### config.mk
export PLATFORM = sky130hd
export DESIGN_NAME = maxterm_scanner_flat
export DESIGN_NICKNAME = d
export VERILOG_FILES = /design/src/rtl/maxterm_scanner_if.sv /design/src/rtl/maxterm_scanner.sv /design/src/flat_wrapper.sv
export SDC_FILE = /design/constraint.sdc
export NUM_CORES = 1
export LEC_CHECK = 0
export BUFFER_PORTS_ARGS = -buffer_cell sky130_fd_sc_hd__buf_4
export CAP_MARGIN = 10
export CORE_MARGIN = 1
export CORE_UTILIZATION = 50
export DETAILED_ROUTE_END_ITERATION = 7
export GPL_TIMING_DRIVEN = 0
export PLACE_DENSITY = 0.8
export SLEW_MARGIN = 0
export SYNTH_ARGS = -nofsm -noshare
export SYNTH_HDL_FRONTEND = slang
export SYNTH_SLANG_ARGS = --single-unit
### constraint.sdc
create_clock -name clk -period 2.7 [get_ports clk]
set_clock_uncertainty 0.15 [all_clocks]
set_input_delay 0.54 -clock clk [delete_from_list [all_inputs] [get_ports clk]]
set_output_delay 0.54 -clock clk [all_outputs]
set_load 0.02 [all_outputs]
### src/rtl/maxterm_scanner_if.sv
// maxterm_scanner_if: valid/ready stream carrying maxterm indices.
//   m_valid  - an index is presented (driven by master)
//   m_index  - presented maxterm index, N bits (driven by master)
//   m_last   - presented index is the final maxterm (driven by master)
//   m_ready  - consumer accepts the presented index (driven by slave)
interface maxterm_scanner_if #(
    parameter int N = 4
) ();
    logic         m_valid;
    logic [N-1:0] m_index;
    logic         m_last;
    logic         m_ready;

    modport master (output m_valid, output m_index, output m_last, input m_ready);
    modport slave  (input m_valid, input m_index, input m_last, output m_ready);
endinterface

### src/rtl/maxterm_scanner.sv
// maxterm_scanner: walks an external N-input function through every input
// vector in ascending order, records each index where it evaluates to 0,
// then reports the maxterm mask/count and streams the indices out.
//   clk          - rising-edge clock
//   rst_n        - asynchronous active-low reset
//   start        - begin a scan (honoured only in IDLE)
//   f_in         - output of the function under test
//   vec_out      - input vector driven to the function (index = vec_out)
//   busy         - high while scanning or emitting
//   done         - one-cycle pulse when a run completes
//   maxterm_mask - bit i set iff f(i) = 0; held until the next start
//   max_count    - number of set bits in maxterm_mask
//   m            - maxterm index stream (master side)
module maxterm_scanner #(
    parameter int N      = 4,
    parameter int SETTLE = 1
) (
    input  logic                 clk,
    input  logic                 rst_n,
    input  logic                 start,
    input  logic                 f_in,
    output logic [N-1:0]         vec_out,
    output logic                 busy,
    output logic                 done,
    output logic [(1<<N)-1:0]    maxterm_mask,
    output logic [N:0]           max_count,
    maxterm_scanner_if.master    m
);
    localparam int unsigned W  = 1 << N;
    localparam int unsigned CW = N + 1;

    typedef enum logic [1:0] {IDLE, SCAN, EMIT, DONE} state_t;

    state_t         state, state_nxt;
    logic [3:0]     settle_cnt;
    logic [W-1:0]   pend;
    logic           sample;
    logic           last_vec;
    logic [W-1:0]   mask_nxt;
    logic [W-1:0]   pend_clr;
    logic [CW-1:0]  count_nxt;

    function automatic logic [N-1:0] lowest_set(input logic [W-1:0] v);
        logic [N-1:0] idx;
        logic         found;
        idx   = '0;
        found = 1'b0;
        for (int unsigned i = 0; i < W; i++) begin
            if (v[i] && !found) begin
                idx   = N'(i);
                found = 1'b1;
            end
        end
        return idx;
    endfunction

    // v & (v-1) drops the lowest set bit; empty result means nothing above it
    function automatic logic at_most_one(input logic [W-1:0] v);
        return (v & (v - W'(1))) == '0;
    endfunction

    assign sample    = (state == SCAN) && (settle_cnt == 4'(SETTLE - 1));
    assign last_vec  = (vec_out == '1);
    // Mask/count as they will be after the current sample, so the final
    // sample is already included when choosing EMIT vs DONE.
    assign mask_nxt  = maxterm_mask | (W'(!f_in) << vec_out);
    assign count_nxt = max_count + CW'(!f_in);
    assign pend_clr  = pend & ~(W'(1) << m.m_index);

    // State register
    always_ff @(posedge clk or negedge rst_n) begin
        if (!rst_n) state <= IDLE;
        else        state <= state_nxt;
    end

    // Next-state logic
    always_comb begin
        state_nxt = state;
        case (state)
            IDLE: if (start) state_nxt = SCAN;
            SCAN: if (sample && last_vec) state_nxt = (count_nxt != '0) ? EMIT : DONE;
            EMIT: if (m.m_ready && m.m_last) state_nxt = DONE;
            DONE: state_nxt = IDLE;
            default: state_nxt = IDLE;
        endcase
    end

    // State-decoded outputs
    always_comb begin
        busy      = (state == SCAN) || (state == EMIT);
        done      = (state == DONE);
        m.m_valid = (state == EMIT);
    end

    // Datapath
    always_ff @(posedge clk or negedge rst_n) begin
        if (!rst_n) begin
            vec_out      <= '0;
            settle_cnt   <= '0;
            maxterm_mask <= '0;
            max_count    <= '0;
            pend         <= '0;
            m.m_index    <= '0;
            m.m_last     <= 1'b0;
        end else begin
            case (state)
                IDLE: begin
                    if (start) begin
                        vec_out      <= '0;
                        settle_cnt   <= '0;
                        maxterm_mask <= '0;
                        max_count    <= '0;
                        pend         <= '0;
                    end
                end
                SCAN: begin
                    if (sample) begin
                        maxterm_mask <= mask_nxt;
                        max_count    <= count_nxt;
                        vec_out      <= vec_out + N'(1);
                        settle_cnt   <= '0;
                        if (last_vec) begin
                            // Emission works on a private copy so the
                            // reported mask stays intact.
                            pend      <= mask_nxt;
                            m.m_index <= lowest_set(mask_nxt);
                            m.m_last  <= at_most_one(mask_nxt) && (mask_nxt != '0);
                        end
                    end else begin
                        settle_cnt <= settle_cnt + 4'd1;
                    end
                end
                EMIT: begin
                    if (m.m_ready) begin
                        pend <= pend_clr;
                        if (m.m_last) begin
                            m.m_index <= '0;
                            m.m_last  <= 1'b0;
                        end else begin
                            m.m_index <= lowest_set(pend_clr);
                            m.m_last  <= at_most_one(pend_clr);
                        end
                    end
                end
                default: ;
            endcase
        end
    end
endmodule
### src/flat_wrapper.sv
// flat-port wrapper written by rule: the top's interface ports become plain ports
module maxterm_scanner_flat 
#(
    parameter int N      = 4,
    parameter int SETTLE = 1
)
  (clk, rst_n, start, f_in, vec_out, busy, done, maxterm_mask, max_count, m_m_valid, m_m_index, m_m_last, m_m_ready);
  maxterm_scanner_if #(.N(N)) m_i ();
  input  logic clk;
  input  logic rst_n;
  input  logic start;
  input  logic f_in;
  output logic [N-1:0] vec_out;
  output logic busy;
  output logic done;
  output logic [(1<<N)-1:0] maxterm_mask;
  output logic [N:0] max_count;
  output wire logic [$bits(m_i.m_valid)-1:0] m_m_valid;
  output wire logic [$bits(m_i.m_index)-1:0] m_m_index;
  output wire logic [$bits(m_i.m_last)-1:0] m_m_last;
  input wire logic [$bits(m_i.m_ready)-1:0] m_m_ready;
  assign m_m_valid = m_i.m_valid;
  assign m_m_index = m_i.m_index;
  assign m_m_last = m_i.m_last;
  assign m_i.m_ready = m_m_ready;
  maxterm_scanner #(.N(N), .SETTLE(SETTLE)) u_core (.clk(clk), .rst_n(rst_n), .start(start), .f_in(f_in), .vec_out(vec_out), .busy(busy), .done(done), .maxterm_mask(maxterm_mask), .max_count(max_count), .m(m_i));
endmodule
After elaboration in Yosys (flattened, before gate mapping)
Cells that the tools add are included.
Widths: inputs -> output; s select.
{"block": "op_classes", "muxes": 180, "n_eq_ne": 10, "n_bitwise": 5, "add_sub_neg": 5, "n_reduce_logical": 80, "shifts": 2}
{"op": "$mux 1", "n": 127}
{"op": "$mux 4", "n": 23}
{"op": "$mux 16", "n": 5}
{"op": "$and 16x16->16", "n": 3}
{"op": "$pmux 16 s3", "n": 1}
{"op": "$logic_and 1x1->1", "n": 34}
{"op": "$logic_not 16->1", "n": 2}
{"op": "$pmux 16 s2", "n": 1}
{"op": "$sub 16x1->16 const B", "n": 2}
{"op": "$logic_not 1->1", "n": 31}
{"op": "$mux 3", "n": 8}
{"op": "$pmux 4 s2", "n": 3}
{"op": "$not 16->16", "n": 1}
{"op": "$or 16x16->16", "n": 1}
{"op": "$reduce_bool 16->1", "n": 1}
{"op": "$shl 1x4->16", "n": 1}
{"op": "$shl 1x4->16 const A", "n": 1}
{"op": "$mux 2", "n": 7}
{"op": "$mux 5", "n": 2}
{"op": "$pmux 5 s2", "n": 1}
{"op": "$add 4x1->4 const B", "n": 2}
{"op": "$ne 2x1->1 const B", "n": 4}
{"op": "$pmux 2 s4", "n": 1}
{"op": "$reduce_and 3->1", "n": 2}
{"op": "15 further kinds", "n": 18}
{"block": "word_totals", "reg_bits": 52, "in_bits": 5, "output_inout_bits": 33, "word_cells": 290}

Depth between registers and ports, before layout
Gate-level depths: netlist of run 1.
{"block": "depth", "word_depth": 97, "ltp_mapped": 10, "ltp_nobuf": 9}

Worst setup path after synthesis of run 1
No wires, ideal clock.
{"block": "synth_timing", "kind": "reg-to-reg", "start": "reg u_core.m.m_index[0]", "end": "reg u_core.m.m_index[0]", "t_required_ns": 2.426, "n_path_buf": 1, "period_less_slack_ns": 2.520, "arrival_time_ns": 2.246, "path_slack_ns": 0.180, "setup_ns": 0.124, "path_stages_with_launch": 9, "cell_sequence": "dfrtp_1 buf_6 or3b_4 a2111oi_4 o21bai_2 nor2_4 nand2_2 o31a_1 a211o_1"}
{"block": "synth_via", "elab_chain_cells": 97, "word_cells_on_any_way": 111, "cone_classes": "1 x shift; 78 x mux; 2 x bitwise; 30 x reduce/logical"}
{"element": "start, declared", "line_no": "maxterm_scanner_if.sv:14", "source": "modport master (output m_valid, output m_index, output m_last, input m_ready);"}
{"element": "start signal, assigned", "line_no": "maxterm_scanner.sv:126", "source": "m.m_index <= lowest_set(mask_nxt);"}
{"element": "start signal, assigned", "line_no": "maxterm_scanner.sv:140", "source": "m.m_index <= lowest_set(pend_clr);"}
{"element": "$shl 1x4->16 *", "line_no": "maxterm_scanner.sv:68", "source": "assign pend_clr = pend & ~(W'(1) << m.m_index);"}
{"element": "$not 16->16 *", "line_no": "maxterm_scanner.sv:68"}
{"element": "$and 16x16->16 *", "line_no": "maxterm_scanner.sv:68"}
{"element": "$mux 1", "line_no": "maxterm_scanner.sv:49", "source": "if (v[i] && !found) begin"}
{"element": "$mux 1", "line_no": "maxterm_scanner.sv:136", "source": "if (m.m_last) begin"}
{"element": "$mux 1", "line_no": "maxterm_scanner.sv:134", "source": "if (m.m_ready) begin"}
{"element": "$mux 1", "line_no": "maxterm_scanner.sv:106", "source": "case (state)"}
{"element": "$logic_not 1->1", "line_no": "maxterm_scanner.sv:49"}
{"element": "[81 not listed]"}
{"element": "$mux 1", "line_no": "maxterm_scanner.sv:134"}
{"element": "$mux 1", "line_no": "maxterm_scanner.sv:106"}
{"element": "$logic_not 1->1", "line_no": "maxterm_scanner.sv:49"}
{"element": "$logic_and 1x1->1", "line_no": "maxterm_scanner.sv:49"}
{"element": "$mux 4 *", "line_no": "maxterm_scanner.sv:49"}
{"element": "$mux 4 *", "line_no": "maxterm_scanner.sv:136"}
{"element": "$mux 4 *", "line_no": "maxterm_scanner.sv:134"}
{"element": "$pmux 4 s2 *", "line_no": "maxterm_scanner.sv:106"}
Mark *: on every way between the ends. The rest lies on a longest branch, timed or not. The select of a mux whose other input is x is not followed.
A chain may end at the register's enable or synchronous reset.

Worst setup path after layout of run 1
{"block": "layout_timing", "start": "reg u_core.vec_out[2]", "end": "reg u_core.m.m_index[0]"}
{"block": "layout_via", "elab_chain_cells": 96, "word_cells_on_any_way": 113, "cone_classes": "2 x eq/ne; 1 x shift; 78 x mux; 1 x bitwise; 31 x reduce/logical"}
{"element": "start, declared", "line_no": "maxterm_scanner.sv:22", "source": "output logic [N-1:0] vec_out,"}
{"element": "start signal, assigned", "line_no": "maxterm_scanner.sv:120", "source": "vec_out <= vec_out + N'(1);"}
{"element": "$shl 1x4->16", "line_no": "maxterm_scanner.sv:66", "source": "assign mask_nxt = maxterm_mask | (W'(!f_in) << vec_out);"}
{"element": "$or 16x16->16", "line_no": "maxterm_scanner.sv:66"}
{"element": "$mux 1", "line_no": "maxterm_scanner.sv:49"}
{"element": "$mux 1", "line_no": "maxterm_scanner.sv:122", "source": "if (last_vec) begin"}
{"element": "$mux 1", "line_no": "maxterm_scanner.sv:117", "source": "if (sample) begin"}
{"element": "$mux 1", "line_no": "maxterm_scanner.sv:106"}
{"element": "$logic_not 1->1", "line_no": "maxterm_scanner.sv:49"}
{"element": "$logic_and 1x1->1", "line_no": "maxterm_scanner.sv:49"}
{"element": "[80 not listed]"}
{"element": "$mux 1", "line_no": "maxterm_scanner.sv:117"}
{"element": "$mux 1", "line_no": "maxterm_scanner.sv:106"}
{"element": "$logic_not 1->1", "line_no": "maxterm_scanner.sv:49"}
{"element": "$logic_and 1x1->1", "line_no": "maxterm_scanner.sv:49"}
{"element": "$mux 4", "line_no": "maxterm_scanner.sv:49"}
{"element": "$mux 4", "line_no": "maxterm_scanner.sv:122"}
{"element": "$mux 4", "line_no": "maxterm_scanner.sv:117"}
{"element": "$pmux 4 s2", "line_no": "maxterm_scanner.sv:106"}
Several ways; a longest one is shown, not always the timed one. The select of a mux whose other input is x is not followed.

==> metrics, run 1 <==
status=finished clean; critical path data arrival time=2.74 ns; die width=91.2 um; Hold Vio Cnt, Final=0; register area share after synthesis=32.7%; wire length of the first global-routing pass=20100 um; initial antenna violation count=0; Post-Syn Instances=495; CTS clk-pin slew, worst paths=0.10 ns; Sink Count=52; Leak Pwr=0.00211 uW; fin cells=637; Post-synth EDFFs=0; largest net degree at the start of global routing=53; fin nets=549; vias=4136; P&R area growth vs syn=15.4%; Total GRT Usage=30.3%; vias in the first global route=3901; Final Cycle Share=97.3%; WL/cell=19.2 um; # fillers=735; root buffer cell=clkbuf_8; final setup violation count=0; antenna diode count=0; ys async rst share=100%; CP Max Fanout=10; f_max=0.381 GHz; r2r setup slk=0.07 ns; CTS buffer count=5; Rel. slew slack=55.6%; DP HPWL=9160 um; Power Density=845 mW/mm^2; crit path time final=2.63 ns; Initial Utilization=51.5%; unrepaired setup endpoints after global routing=true; Worst Reg2Reg Path Length in Cells=8; Rows=32; Placed Cells=633; Reg-to-Reg Start=u_core.vec_out[2]; Placement Cell Area=0.00438 mm^2; CTS max path bufs=2; Worst path slowest cell=dfrtp_1; Post-CTS Setup Bufs=0; slowest cell delay on critical path=0.50 ns; Max-Cap Viols=0; drc violations=0; drt pass-1 iters=8; Die H=91.2 um; Worst EP required=2.81 ns; H-tree Lvls=2; peak supply drop=510 uV; CP Launch Type=flop; Remaining Overflow, GRT=0; Worst-Skew Late Latency=0.31 ns; Avg Cell Area, Syn=8.04 um^2; dominant synthesized flop cell=dfrtp_1; max-slew violations=0; gpl congestion=0.993; CTS tree=yes; Hold-fix buffers, CTS=0; Critical Path End Type=flop; io pins=38; share of layout cells above drive strength 1=18.3%; vias per std cell=6.49; Syn. warnings=0; Final ANT Viol Nets=0; count of cell types in the netlist=77; syn nets=509; Post-Layout Inst Area=0.00459 mm^2; Synth Cell Area=0.00398 mm^2; RR Endpoint=u_core.m.m_index[0]; Die Area=0.00832 mm^2; Min-Delay Path Class=in2async; number of DRC markers in iteration 0=332; Core Footprint=0.00773 mm^2; Slew @ Worst Pin=0.667 ns; Worst Path Class, Setup=reg2reg; CP Cell Sequence=buf_2 > and4bb_2 > a21o_1 > a21oi_1 > nor3_1 > o21ai_0 > a2111oi_2 > a211o_1; drt total wl=12200 um; #FFs+latches synth=52; IO Port Bufs=36
-- critical path: cells and delay by family (launching register included) --
kind                   cells  cell delay (ns)
AO/OA/AOI/OAI              5             1.14
buffers and inverters      1             0.26
flip-flops                 1             0.50
AND/OR/NAND/NOR            2             0.53
-- through the flow --
| step | setup slack (ns) | total power (uW) | utilization [%] | TNS (ns) | hold WS (ns) |
|---|---|---|---|---|---|
| finish | 0.0724 | 3880 | 59.4 | 0 | 0.0967 |
| detailed placement | -0.321 | 3150 | 56.7 | -6.02 | 0.369 |
| floorplan | 0.180 | 2450 | - | 0 | 0.0944 |
| global route | -0.0592 | 4120 | 59.4 | -0.0607 | 0.159 |
| global placement | -0.345 | 3100 | 56.7 | -4.47 | 0.341 |
| CTS | 0.0111 | 3800 | 58.6 | 0 | 0.137 |
-- registers in the layout, summed over array words and instances (netlist names) --
register             flops
u_core.settle_cnt        4
u_core.max_count         5
u_core.pend             16
u_core.m.m_last          1
u_core.maxterm_mask     16
u_core.m.m_index         4
u_core.state             2
u_core.vec_out           4
-- synth_stat cells, drive strengths merged (3+ instances only) --
| library cell | count | share of area, % |
|---|---|---|
| a41o | 3 | 0.75 |
| o211a | 3 | 0.75 |
| a21o | 8 | 1.5 |
| or3b | 3 | 0.72 |
| nand2b | 11 | 1.7 |
| nor4b | 3 | 0.82 |
| inv | 16 | 1.5 |
| a22oi | 4 | 0.75 |
| ha | 9 | 2.8 |
| or3 | 4 | 0.63 |
| and2 | 5 | 0.79 |
| o31ai | 9 | 1.8 |
| o32ai | 3 | 0.66 |
| nand2 | 64 | 6.1 |
| a22o | 16 | 3.5 |
| nor2 | 35 | 3.5 |
| nor3 | 13 | 1.6 |
| a21oi | 29 | 3.6 |
| nor2b | 11 | 1.7 |
| nand3 | 20 | 2.5 |
| a21boi | 3 | 0.57 |
| mux2 | 9 | 2.5 |
| a31oi | 10 | 1.6 |
| o31a | 3 | 0.66 |
| nand4 | 6 | 0.94 |
| buf | 10 | 1.3 |
| o21ai | 40 | 5.0 |
| a41oi | 4 | 0.88 |
| clkbuf | 26 | 2.5 |
| a2111oi | 4 | 1.5 |
| a211o | 3 | 0.66 |
| or2 | 4 | 0.63 |
| dfrtp | 52 | 33 |
| o22ai | 5 | 0.79 |
| o211ai | 6 | 1.3 |
| a211oi | 4 | 0.75 |
| nor4 | 7 | 1.1 |
-- layout by cell type (no fill, tap or decap), types with 4 or more instances in the layout --
cell,netlist,layout
a21oi_1,29,29
mux2_2,8,8
nor3_1,13,13
and2_1,4,4
o21ai_0,38,37
clkbuf_1,26,9
a31oi_1,10,10
nand2_1,63,63
or3_1,4,4
nor4_1,7,6
a22oi_1,4,4
buf_2,6,7
a22o_1,16,16
ha_1,9,8
clkbuf_2,0,15
a21o_1,8,8
a211oi_1,4,4
o211ai_1,5,5
nand4_1,6,6
o22ai_1,5,4
nor2b_1,11,10
nand3_1,20,20
nand2b_1,11,11
dfrtp_1,52,51
buf_4,0,36
o31ai_1,8,8
clkbuf_8,0,5
nor2_1,34,34
inv_1,16,16
-- worst max path at each step --
stage	slack (ns)	startpoint	endpoint
floorplan	0.18	u_core.m.m_index[0]	u_core.m.m_index[0]
global placement	-0.35	f_in	u_core.m.m_index[0]
detailed placement	-0.32	u_core.state[1]	u_core.maxterm_mask[12]
CTS	0.01	u_core.state[1]	u_core.max_count[0]
global route	-0.06	u_core.m.m_index[0]	u_core.m.m_index[0]
finish	0.07	u_core.vec_out[2]	u_core.m.m_index[0]
-- where the power goes --
group / switching, uW / total, uW / internal, uW / leakage (uW)
Combinational: 1560 / 2240 / 679 / 0.00133
Sequential: 126 / 1010 / 881 / 0.000715
Clock: 266 / 631 / 365 / 0.0000642
Total: 1950 / 3880 / 1920 / 0.00211
-- routing by layer --
layer	track usage (%)	part of all wire [%]
met2	49.9	48
met3	3.60	6.2
met4	11.8	2.9
met5	0	0
met1	40.6	43
-- cells by family (layout without fill, tap and decap cells) --
kind of cell | count (synthesis) | after routing | synth area share (%)
adders and majority gates | 9 | 9 | 2.83
buffers and inverters | 52 | 92 | 5.28
DFF | 52 | 52 | 32.7
muxes | 10 | 10 | 2.80
AOI/OAI and AO/OA | 176 | 176 | 31.4
and+or+nand+nor | 194 | 194 | 24.5
xor gates and xnor gates | 2 | 2 | 0.440
-- what timing repair did --
| item | CTS | global route |
|---|---|---|
| resized for setup | 13 | 24 |
| endpoints found under the setup margin | 26 | 45 |
| hold endpoints to repair | 0 | 0 |
-- area by class of cell --
| type | count | area, um^2 | share of cell area [%] |
|---|---|---|---|
| Sequential cell | 52 | 1300 | 28.4 |
| Multi-Input combinational cell | 391 | 2540 | 55.4 |
| Inverter | 16 | 60.1 | 1.31 |
| Tap cell | 102 | 128 | 2.78 |
| Clock inverter | 2 | 60.1 | 1.31 |
| Buffer | 33 | 159 | 3.46 |
| Timing Repair Buffer | 36 | 270 | 5.88 |
| Clock buffer | 5 | 68.8 | 1.50 |
(Power assumes the default switching activity.)
==> run 2: changes to the inputs <==
--- a/config.mk
+++ b/config.mk
@@ -7,7 +7,7 @@
 export LEC_CHECK = 0
 export BUFFER_PORTS_ARGS = -buffer_cell sky130_fd_sc_hd__buf_4
 export CAP_MARGIN = 10
-export CORE_MARGIN = 1
+export CORE_MARGIN = 3
 export CORE_UTILIZATION = 50
 export DETAILED_ROUTE_END_ITERATION = 7
 export GPL_TIMING_DRIVEN = 0
==> metrics, run 2 (synthesis gave the netlist of run 1 again) <==
status=finished clean; CTS tree=yes; wire length of the first global-routing pass=19800 um (-1.2%); Die Area=0.00907 mm^2 (+9.0%); Remaining Overflow, GRT=0 (unchanged); Pint=1750 uW (-9.0%); Regs by FF count=u_core.maxterm_mask (16), u_core.pend (16), u_core.max_count (5); drc violations=0 (unchanged); Combinational Power Share=61.3% (+3.5 points); Die H=95.2 um (+4.4%); Reg-to-Reg Start=u_core.m.m_index[2]; sw frac=53.8% (+3.4 points); final core utilization=60.6% (+1.1 points); total power=3790 uW (-2.3%); largest net degree at the start of global routing=53 (unchanged); crit path time final=2.62 ns (-0.00273 ns); share of layout cells above drive strength 1=18.0% (-0.32 points); Total GRT Usage=28.0% (-2.3 points); Worst path slowest cell=o32ai_1; Worst Reg2Reg Path Length in Cells=7 (-1); final setup violation count=0 (unchanged); slowest cell delay on critical path=0.59 ns (+0.09 ns); Final ANT Viol Nets=0 (unchanged); # fillers=666 (-9.4%); root buffer cell=clkbuf_8; CP Max Fanout=10 (unchanged); CTS clk-pin slew, worst paths=0.10 ns (about the same); Final Cycle Share=97.2% (-0.10 points); Leak Pwr=0.00208 uW (-1.4%); vias in the first global route=3855 (-1.2%); Slew @ Worst Pin=0.686 ns (+0.0190 ns); r2r setup slk=0.08 ns (about the same); die width=95.2 um (+4.4%); vias=4191 (+1.3%); CP Launch Type=flop; Hold Vio Cnt, Final=0 (unchanged); Hold Worst Slack=0.0941 ns (-0.00256 ns); critical path data arrival time=2.68 ns (-0.06 ns); CTS max path bufs=2 (unchanged); WL/cell=19.3 um (+0.54%); Hold-fix buffers, CTS=0 (unchanged); initial antenna violation count=1 (+1); DP HPWL=9210 um (+0.47%); Rel. slew slack=54.3% (-1.3 points); vias per std cell=6.57 (+1.2%); Clk pwr share=12.3% (-4.0 points); drt total wl=12300 um (+0.69%); CTS buffer count=5 (unchanged); IO Port Bufs=36 (unchanged); Worst EP required=2.75 ns (-0.06 ns); gpl congestion=1.01 (+1.8%); Worst-Skew Late Latency=0.31 ns (about the same); Min-Delay Path Class=in2async; Worst Path Class, Setup=reg2reg; antenna diode count=0 (unchanged); f_max=0.381 GHz (+0.10%); P&R area growth vs syn=13.9%; commonest cells after routing, fill and taps aside=62 x nand2_1, 52 x dfrtp_1, 38 x buf_4, 37 x o21ai_0, 34 x nor2_1; Power Density=836 mW/mm^2 (-0.98%); Rows=31 (-3.1%); Max-Cap Viols=0 (unchanged); area of the multi-input gates=0.00251 mm^2 (-1.3%); Initial Utilization=53.2% (+1.7 points); unrepaired setup endpoints after global routing=true; fin nets=552 (+0.55%); CP Cell Sequence=clkbuf_2 > nand2b_1 > o32ai_1 > and2b_2 > nand2_2 > o31a_1 > a211o_1; drt pass-1 iters=6 (-2); peak supply drop=363 uV (-29%); io pins=38 (unchanged); Net Switching=2040 uW (+4.4%); max-slew violations=0 (unchanged); Reg power frac=26.4% (+0.5 points); RR Endpoint=u_core.m.m_index[0]; Critical Path End Type=flop; flip-flop and latch area=0.00130 mm^2 (about the same); Core Footprint=0.00749 mm^2 (-3.1%); leading cell type in the layout, fill and taps excluded=nand2_1; Sink Count=52 (unchanged); H-tree Lvls=2 (unchanged); number of DRC markers in iteration 0=388 (+17%)
run 2: cell types whose count changed in the layout (fill, tap and decap cells not counted), moves of 2 or more:
cell / delta
clkbuf_1: +3
clkbuf_2: -3
buf_4: +2
bufinv_16: -2
clkinvlp_4: +2
run 2: what timing repair did:
item,4_1_cts,5_1_grt
gates resized for setup,14,13
pin swaps,0,1
buffers inserted,0,2
setup endpoints to repair,37,34
run 2: layout make-up:
type	instances	share of cell area (%)
clock inverter	3	0.524
multi-input combinational	391	55.4
tap	99	2.73
timing repair buffer	38	6.29
inverter	16	1.32
buffer	34	3.51
clock buffer	5	1.52
sequential	52	28.7
run 2: metrics by stage:
stage	worst slack, ns	setup TNS [ns]	std cells	cell area, um^2
after floorplan	0.180	0	495	3980
after global placement	-0.238	-4.01	630	4380
after detailed placement	-0.370	-6.84	630	4380
after CTS	0.0199	0	637	4490
after global routing	-0.0671	-0.0671	638	4530
final	0.0751	0	638	4530
run 2: worst max-delay path by stage:
stage / start / to / slack, ns / depth (start not counted)
floorplan: u_core.m.m_index[0] / u_core.m.m_index[0] / 0.18 / 8
global placement: u_core.state[1] / u_core.maxterm_mask[11] / -0.24 / 9
detailed placement: u_core.state[1] / u_core.maxterm_mask[12] / -0.37 / 9
CTS: u_core.vec_out[1] / u_core.m.m_index[0] / 0.02 / 8
global route: u_core.state[1] / u_core.m.m_index[0] / -0.07 / 9
finish: u_core.m.m_index[2] / u_core.m.m_index[0] / 0.08 / 7
run 2: power groups by stage:
stage / clock network [uW] / logic, uW / registers [uW]
floorplan: 0 / 1410 / 1050
global placement: 0 / 2150 / 996
detailed placement: 0 / 2180 / 1000
CTS: 484 / 2230 / 989
global route: 513 / 2500 / 1020
finish: 467 / 2320 / 1000
run 2: layer usage:
metal	global-route usage, %	vias up	part of all wire (%)
met5	0	-	0.11
met4	9.86	2	2.3
met3	5.76	25	7.9
met2	41.1	194	45
met1	40.6	2036	45
li1	-	1934	-
run 2: worst max-delay path: cells and delay by family (launching register included):
family                 cells  cell delay (ns)
buffers and inverters      1             0.19
and+or+nand+nor            3             0.64
DFF                        1             0.40
AOI/OAI and AO/OA          3             1.14
